### config.mk
export PLATFORM = sky130hd
export DESIGN_NAME = mem_responder
export DESIGN_NICKNAME = d
export VERILOG_FILES = /design/src/rtl/mem_pkg.sv /design/src/rtl/mem_lane_align.sv /design/src/rtl/mem_responder.sv
export SDC_FILE = /design/constraint.sdc
export NUM_CORES = 2
export LEC_CHECK = 0
export CORE_MARGIN = 10
export CORE_UTILIZATION = 40
export CTS_CLUSTER_SIZE = 40
export DETAILED_ROUTE_END_ITERATION = 6
export GPL_TIMING_DRIVEN = 0
export PLACE_DENSITY = 0.55
export SLEW_MARGIN = 20
export SYNTH_ARGS = -nofsm -noshare
export SYNTH_HDL_FRONTEND = slang
export SYNTH_HIERARCHICAL = 1
export SYNTH_SLANG_ARGS = --single-unit
### constraint.sdc
create_clock -name clock -period 6.6 [get_ports clock]
set_clock_uncertainty 0.1 [all_clocks]
set_input_delay 0.66 -clock clock [delete_from_list [all_inputs] [get_ports clock]]
set_output_delay 0.66 -clock clock [all_outputs]
set_load 0.02 [all_outputs]
### src/rtl/mem_pkg.sv
// rtl/mem_pkg.sv - shared types and constants for the memory responder
package mem_pkg;

    // Access width encoding carried on req_size
    typedef enum logic [1:0] {
        MEM_BYTE = 2'd0,
        MEM_HALF = 2'd1,
        MEM_WORD = 2'd2,
        MEM_BAD  = 2'd3
    } mem_size_t;

    // Request sequencing: accept, optional wait states, one-cycle response
    typedef enum logic [1:0] {
        IDLE = 2'd0,
        WAIT = 2'd1,
        RESP = 2'd2
    } mem_state_t;

    // Wide enough for WAIT_STATES up to 15
    localparam int WAIT_CNT_W = 4;

endpackage

### src/rtl/mem_lane_align.sv
// rtl/mem_lane_align.sv - byte-lane steering between right-aligned CPU data and the memory word
module mem_lane_align
    import mem_pkg::*;
(
    input  mem_size_t   i_size,
    input  logic [1:0]  i_addr_lo,
    input  logic [31:0] i_wdata,
    input  logic [31:0] i_rword,
    output logic [3:0]  o_be,
    output logic [31:0] o_wdata,
    output logic [31:0] o_rdata,
    output logic        o_misalign
);

    // Read word moved down so the addressed byte sits in lane 0
    logic [31:0] w_rshift;
    assign w_rshift = i_rword >> {i_addr_lo, 3'b000};

    // Replicating the store data across lanes lets the byte enables alone pick the target bytes
    always_comb begin
        o_be       = 4'b0000;
        o_wdata    = 32'h0;
        o_rdata    = 32'h0;
        o_misalign = 1'b0;
        case (i_size)
            MEM_BYTE: begin
                o_be    = 4'b0001 << i_addr_lo;
                o_wdata = {4{i_wdata[7:0]}};
                o_rdata = {24'h0, w_rshift[7:0]};
            end
            MEM_HALF: begin
                o_misalign = i_addr_lo[0];
                o_be       = i_addr_lo[1] ? 4'b1100 : 4'b0011;
                o_wdata    = {2{i_wdata[15:0]}};
                o_rdata    = {16'h0, w_rshift[15:0]};
            end
            MEM_WORD: begin
                o_misalign = |i_addr_lo;
                o_be       = 4'b1111;
                o_wdata    = i_wdata;
                o_rdata    = i_rword;
            end
            default: begin
                o_be = 4'b0000;
            end
        endcase
    end

endmodule

### src/rtl/mem_responder.sv
// rtl/mem_responder.sv - byte-addressed little-endian RAM servicing CPU load/store requests
module mem_responder
    import mem_pkg::*;
#(
    parameter int ADDR_WIDTH  = 8,
    parameter int WAIT_STATES = 1
) (
    input  logic        clock,
    input  logic        reset,
    input  logic        req_valid,
    output logic        req_ready,
    input  logic        req_write,
    input  logic [1:0]  req_size,
    input  logic [31:0] req_addr,
    input  logic [31:0] req_wdata,
    output logic        rsp_valid,
    output logic [31:0] rsp_rdata,
    output logic        rsp_error,
    output logic        busy
);

    localparam int DEPTH = 1 << ADDR_WIDTH;
    localparam logic [WAIT_CNT_W-1:0] CNT_LOAD =
        (WAIT_STATES > 0) ? WAIT_CNT_W'(WAIT_STATES - 1) : '0;

    mem_state_t              r_state;
    mem_state_t              w_next;
    logic [WAIT_CNT_W-1:0]   r_cnt;
    logic                    r_write;
    mem_size_t               r_size;
    logic [31:0]             r_addr;
    logic [31:0]             r_wdata;
    logic [7:0]              r_mem [DEPTH];

    logic                    w_ready;
    logic                    w_rsp;
    logic                    w_accept;
    logic [ADDR_WIDTH-1:0]   w_base;
    logic [31:0]             w_rword;
    logic [3:0]              w_be;
    logic [31:0]             w_lane_wdata;
    logic [31:0]             w_rdata;
    logic                    w_misalign;
    logic                    w_oor;
    logic                    w_err;

    // Reset masks the handshake and the response so an abandoned request never surfaces
    assign req_ready = w_ready && !reset;
    assign rsp_valid = w_rsp && !reset;
    assign busy      = (r_state != IDLE);
    assign w_accept  = req_valid && req_ready;

    // State register
    always_ff @(posedge clock) begin
        if (reset) begin
            r_state <= IDLE;
        end else begin
            r_state <= w_next;
        end
    end

    // Next-state and handshake decode
    always_comb begin
        w_next  = r_state;
        w_ready = 1'b0;
        w_rsp   = 1'b0;
        case (r_state)
            IDLE: begin
                w_ready = 1'b1;
                if (req_valid) begin
                    w_next = (WAIT_STATES > 0) ? WAIT : RESP;
                end
            end
            WAIT: begin
                if (r_cnt == '0) begin
                    w_next = RESP;
                end
            end
            RESP: begin
                w_rsp  = 1'b1;
                w_next = IDLE;
            end
            default: begin
                w_next = IDLE;
            end
        endcase
    end

    // Wait-state counter: loaded on accept, counts down while waiting
    always_ff @(posedge clock) begin
        if (reset) begin
            r_cnt <= '0;
        end else if (w_accept) begin
            r_cnt <= CNT_LOAD;
        end else if (r_state == WAIT && r_cnt != '0) begin
            r_cnt <= r_cnt - 1'b1;
        end
    end

    // Request capture so the requester is free once accepted
    always_ff @(posedge clock) begin
        if (reset) begin
            r_write <= 1'b0;
            r_size  <= MEM_BYTE;
            r_addr  <= 32'h0;
            r_wdata <= 32'h0;
        end else if (w_accept) begin
            r_write <= req_write;
            r_size  <= mem_size_t'(req_size);
            r_addr  <= req_addr;
            r_wdata <= req_wdata;
        end
    end

    // Accesses never cross a word, so all four lanes come from one aligned word
    assign w_base = {r_addr[ADDR_WIDTH-1:2], 2'b00};

    // Assemble the addressed word little-endian from the byte array
    always_comb begin
        w_rword = 32'h0;
        for (int i = 0; i < 4; i++) begin
            w_rword[8*i +: 8] = r_mem[w_base | ADDR_WIDTH'(i)];
        end
    end

    mem_lane_align u_align (
        .i_size     (r_size),
        .i_addr_lo  (r_addr[1:0]),
        .i_wdata    (r_wdata),
        .i_rword    (w_rword),
        .o_be       (w_be),
        .o_wdata    (w_lane_wdata),
        .o_rdata    (w_rdata),
        .o_misalign (w_misalign)
    );

    // Addresses beyond the implemented space are rejected rather than wrapped
    assign w_oor = (r_addr >> ADDR_WIDTH) != 32'h0;
    assign w_err = (r_size == MEM_BAD) || w_misalign || w_oor;

    assign rsp_error = rsp_valid && w_err;
    assign rsp_rdata = (rsp_valid && !r_write && !w_err) ? w_rdata : 32'h0;

    // Store commits on the edge that ends the response cycle; storage itself is never reset
    always_ff @(posedge clock) begin
        if (!reset && w_rsp && r_write && !w_err) begin
            for (int i = 0; i < 4; i++) begin
                if (w_be[i]) begin
                    r_mem[w_base | ADDR_WIDTH'(i)] <= w_lane_wdata[8*i +: 8];
                end
            end
        end
    end

endmodule
== Word level (Yosys, flattened, before mapping) ==
Memory sizes are Yosys's and may differ from the RTL's. A register that Yosys moved wholly into a read port is not among the register bits.
Cells that the tools add are included.
Word-level totals
  bits in registers: 73
  bits in latches: 0
  memory bits (writable): 2048
  bits in read-only memories: 0
  output and inout port bits: 36
  logic and storage cells: 71
  memories: 1
Memories
  r_mem: words 256, width 8, read ports 4, clocked after Yosys merged registers in 4, write ports 4, line mem_responder.sv:33  | logic [7:0] r_mem [DEPTH];
Operators by class
  add/sub/neg operators: 1
  multiply operators: 0
  divide/modulo/power cells: 0
  order comparisons: 0
  equal/unequal tests: 7
  shift operators: 2
  muxes and demuxes: 31
  bitwise logic cells: 0
  reduce and logical (&&, ||, !) cells: 23
Operator list (count)
  $pmux W32 S3: 2
  $mux W8: 8
  $mux W32: 1
  $reduce_bool A32 Y1: 1
  $shr A32 B5 Y16: 1
  $mux W1: 14
  $pmux W4 S3: 1
  $logic_and A1 B1 Y1: 9
  $eq A2 B2 Y1 const B: 3
  $eq A2 B1 Y1 const B: 2
  $logic_not A2 Y1: 2
  $logic_not A4 Y1: 1
  $mux W2: 2
  $mux W4: 1
  $ne A2 B2 Y1 const B: 2
  $pmux W2 S2: 1
  $reduce_bool A4 Y1: 1
  $reduce_or A2 Y1: 2
  $shl A1 B2 Y4 const A: 1
  $sub A4 B1 Y4 const B: 1
  $logic_not A1 Y1: 3
  $logic_or A1 B1 Y1: 2
  $pmux W1 S2: 1
  $reduce_and A2 Y1: 1
  $reduce_bool A2 Y1: 1

== Depth between registers and ports, before layout ==
  depth after elaboration: 8
  depth in mapped cells: 14
  mapped depth without buffers: 9

== By module ==
The synthesis kept the hierarchy.
Modules (own cells, without submodules)
  mem_responder: instances 1, cells an instance 4115, area each 82954.6 um^2, seq. area each 63080.5 um^2
  mem_lane_align: instances 1, cells an instance 175, area each 1172.4 um^2, seq. area each 0.0 um^2

== Worst setup path before layout ==
OpenSTA, ideal clock, no wires.
  kind: register -> output
  start point: reg with a tool-made name
  end point: out rsp_rdata[7]
  arrival time: 2521 ps
  path slack: 3319 ps
  stages on the path, launching flop included: 12
  buffers on the path: 4
  cell sequence: dfxtp_1 > buf_6 > buf_6 > buf_8 > buf_4 > mux4_2 > a221oi_1 > a221oi_1 > mux2_2 > a22oi_1 > o32ai_1 > and2_1
RTL lines
  end: declaration: line mem_responder.sv:17  | output logic [31:0] rsp_rdata,

==> results_dict.tcl <==
set metrics [dict create \
    fin_crit_sh 1.02 \
    stdcell_count 7666 \
    io_buffers 105 \
    yosysTopAreaCell "edfxtp_1" \
    timing.critical_path.buf_inv 3 \
    hold_path.class "primary input to flip-flop" \
    avgSynthCellArea_um2 19.6 \
    crit_family "buffers and inverters" \
    hold_viol 0 \
    yosys-top-cells-area "edfxtp_1, mux4_2, mux2i_1" \
    cts_max_level 4 \
    overflow 0 \
    clk_latency_ps 860 \
    cts-root-buf "clkbuf_16" \
    cts_tree "done" \
    drc 0 \
    p_comb_frac 0.109 \
    synthXorXnorAreaFrac 0.000312 \
    violations "negative setup slack" \
    crit_fanout 10 \
    crit_path_end_kind "output port" \
    period_needed_ps 6730 \
    yosys.area_share.simple 0.0413 \
    intPower_mw 22.5 \
    wl_um 314000 \
    grt_pass1_wl_um 414000 \
    hold_ws_ps 261 \
    drv_cap 0 \
    die_height_um 479 \
    antenna_found_initial 19 \
    syn_to_final_growth_pct 15.3 \
    path_class "flip-flop to output port" \
    synth_compound_area_frac 0.0428 \
    start_util 0.402 \
    clk_pin_slew_worst_paths_ps 70 \
    wl_per_cell_um 41.0 \
    syn_inst 4290 \
    dp_cells 7255 \
    finalMaxSlewViolations 0 \
    synth_top_area_frac 0.731 \
    first_pass_iters 6 \
    setup_viol 10 \
    synth_most_common_cell "edfxtp_1" \
    die_x_um 479 \
    cp.arrival_ps 5970 \
    netlist-cell-type-count 69 \
    row_count 168 \
    totalPowerFinal_mw 30.1 \
    synthFlopType "edfxtp_1" \
    critPathLaunchType "flip-flop" \
    slowest_delay_ps 850 \
    swShare 0.253 \
    ys_warn_count 6 \
    ios 106 \
    grt_max_degree 65 \
    ys_ff_latch 2127 \
    hpwl_um 216000 \
    ys_seq_area_frac 0.750 \
    dp_slack_ps -95.9 \
    critPathSlowestCell "nor4_4" \
    die_area_mm2 0.229 \
    worst_slack_ps -132 \
    muxShareOfSynthArea 0.143 \
    clk_path_buf_depth 3 \
    fin_tns_setup_ps -505 \
    cts.sinks 2127 \
    clock.fmax_mhz 149 \
    synth_commonest_cells "edfxtp_1, mux4_2, nor2_1, mux2i_1, nand2_1" \
    cts_buffers 213 \
    worst_slew_pin_slew_ps 1370 \
    finalWeightedCongestion 1.10 \
    synth_fa_ha_area_frac 0.000744 \
    core_area_mm2 0.209 \
    synth.net_count 4365 \
    clock_power_share 0.391 \
    p_leak_nw 30.1 \
    crit_chain "nand2b_1, buf_1, clkbuf_2, o22ai_1, a21oi_1, a311oi_1, nor4_4, mux2i_1, a211o_1, o21ai_0, and2_1, clkdlybuf4s50_1" \
    drive_gt1_frac 0.231 \
    synth_edf_count 2048 \
    drt_iter0_drc 7964 \
    num_vias 47500 \
    drtAntennaViolNets 0 \
    power_density_mw_per_mm2 310 \
    track_usage 0.268 \
    power_switching_mw 7.61 \
    outcome "finished with violations" \
    via_per_inst 6.19 \
    crit_required_ps 5840 \
    ys_async_sr_fraction 0 \
    grt_pass1_vias 45800 \
    nNetsFinal 4746 \
    synth_top_family_by_area "multiplexers" \
    max-vdd-ir-drop_uv 278 \
    maxSlewHeadroom 0.0842 \
    syn_area_mm2 0.0841 \
    seqPwrFrac 0.501 \
]
## worst paths after layout
kind	startpoint	endpoint	slack, ps	cells after the start
max reg2reg	r_size[0]	r_mem[254][3]	2080	11
min reg2reg	r_addr[19]	r_addr[19]	370	2
min	req_addr[22]	r_addr[22]	260	3
max	flip-flop	rsp_rdata[6]	-130	12
## through the flow
| stage | util | instance area [um2] |
|---|---|---|
| 2_1_floorplan | - | 84100 |
| 3_3_place_gp | 0.424 | 88700 |
| 3_5_place_dp | 0.430 | 90000 |
| 4_1_cts | 0.462 | 96800 |
| 5_1_grt | 0.463 | 97000 |
| 6_report | 0.463 | 97000 |
## logic make-up (layout without fill, tap and decap cells)
group,Yosys count,after routing
AOI/OAI and AO/OA,481,481
buffers and inverters,283,840
other,0,14
xor gates and xnor gates,3,3
muxes,653,653
DFF,2127,2127
and+or+nand+nor,738,738
adders and majority gates,5,5
## worst register-to-register path: stages, from the launching register on
cell      delay, ps
dfxtp_1         450
inv_1           100
ha_1            300
clkbuf_1        280
o21ai_0         130
a21boi_0        160
nor3_1          180
nand3_1         260
nor4_4          560
nand2_4         350
buf_6           330
nor2_1          940
## per-layer routing
layer | routed length (um) | global-route usage | vias up
li1 | - | - | 18400
met4 | 19100 | 0.138 | 6
met1 | 120000 | 0.353 | 25300
met2 | 138000 | 0.395 | 3117
met3 | 36600 | 0.0880 | 665
met5 | 133 | 0.00393 | -
## layout by cell type (no fill, tap or decap), types with 34 or more instances in the layout
cell | synthesis | routed
edfxtp_1 | 2048 | 2048
mux4_2 | 438 | 438
nor2_1 | 307 | 286
clkbuf_16 | 0 | 215
mux2i_1 | 196 | 195
nand2_1 | 184 | 174
clkbuf_1 | 94 | 110
clkdlybuf4s50_1 | 0 | 105
nand2b_1 | 82 | 82
o21ai_0 | 80 | 80
dfxtp_1 | 79 | 79
clkinv_1 | 0 | 68
buf_6 | 61 | 65
buf_2 | 63 | 60
a221oi_1 | 79 | 58
buf_4 | 34 | 57
a21oi_1 | 59 | 56
and2_1 | 61 | 53
a22o_1 | 62 | 46
nor2b_1 | 44 | 43
a22oi_1 | 34 | 34
## timing repair
| action | in CTS | in global routing |
|---|---|---|
| buffers inserted | 2 | 2 |
| setup endpoints to repair | 25 | 9 |
| resized for setup | 42 | 15 |
| endpoints found under the hold margin | 0 | 0 |
| pin swaps | 0 | 1 |
| hold buffers | 0 | 0 |
## state kept, by name, summed over array words and instances, names as in the netlist, named ones only
register and count:
r_mem 2048, r_addr 32, r_wdata 32, r_cnt 4
r_size 2, r_state 2, r_write 1
## power groups by stage
stage | logic, mW | clock network [mW] | registers, mW
after global placement | 2.88 | 0 | 15.4
after detailed placement | 3.10 | 0 | 15.3
final | 3.27 | 11.7 | 15.1
after floorplan | 1.42 | 0 | 15.3
after global routing | 3.28 | 12.4 | 15.1
after CTS | 3.14 | 11.8 | 15.1
## final cells by class
cell class	count	area (um2)
multi-input cells	1880	19800
plain buffers	273	1890
clock inverters	127	1040
clock buffers	264	5560
well taps	2805	3510
inverters	9	33.8
repair buffers	167	2040
diodes	14	35.0
fillers	17800	112000
flip-flops and latches	2127	63100
Note: power is estimated with default switching activity, not from simulation.
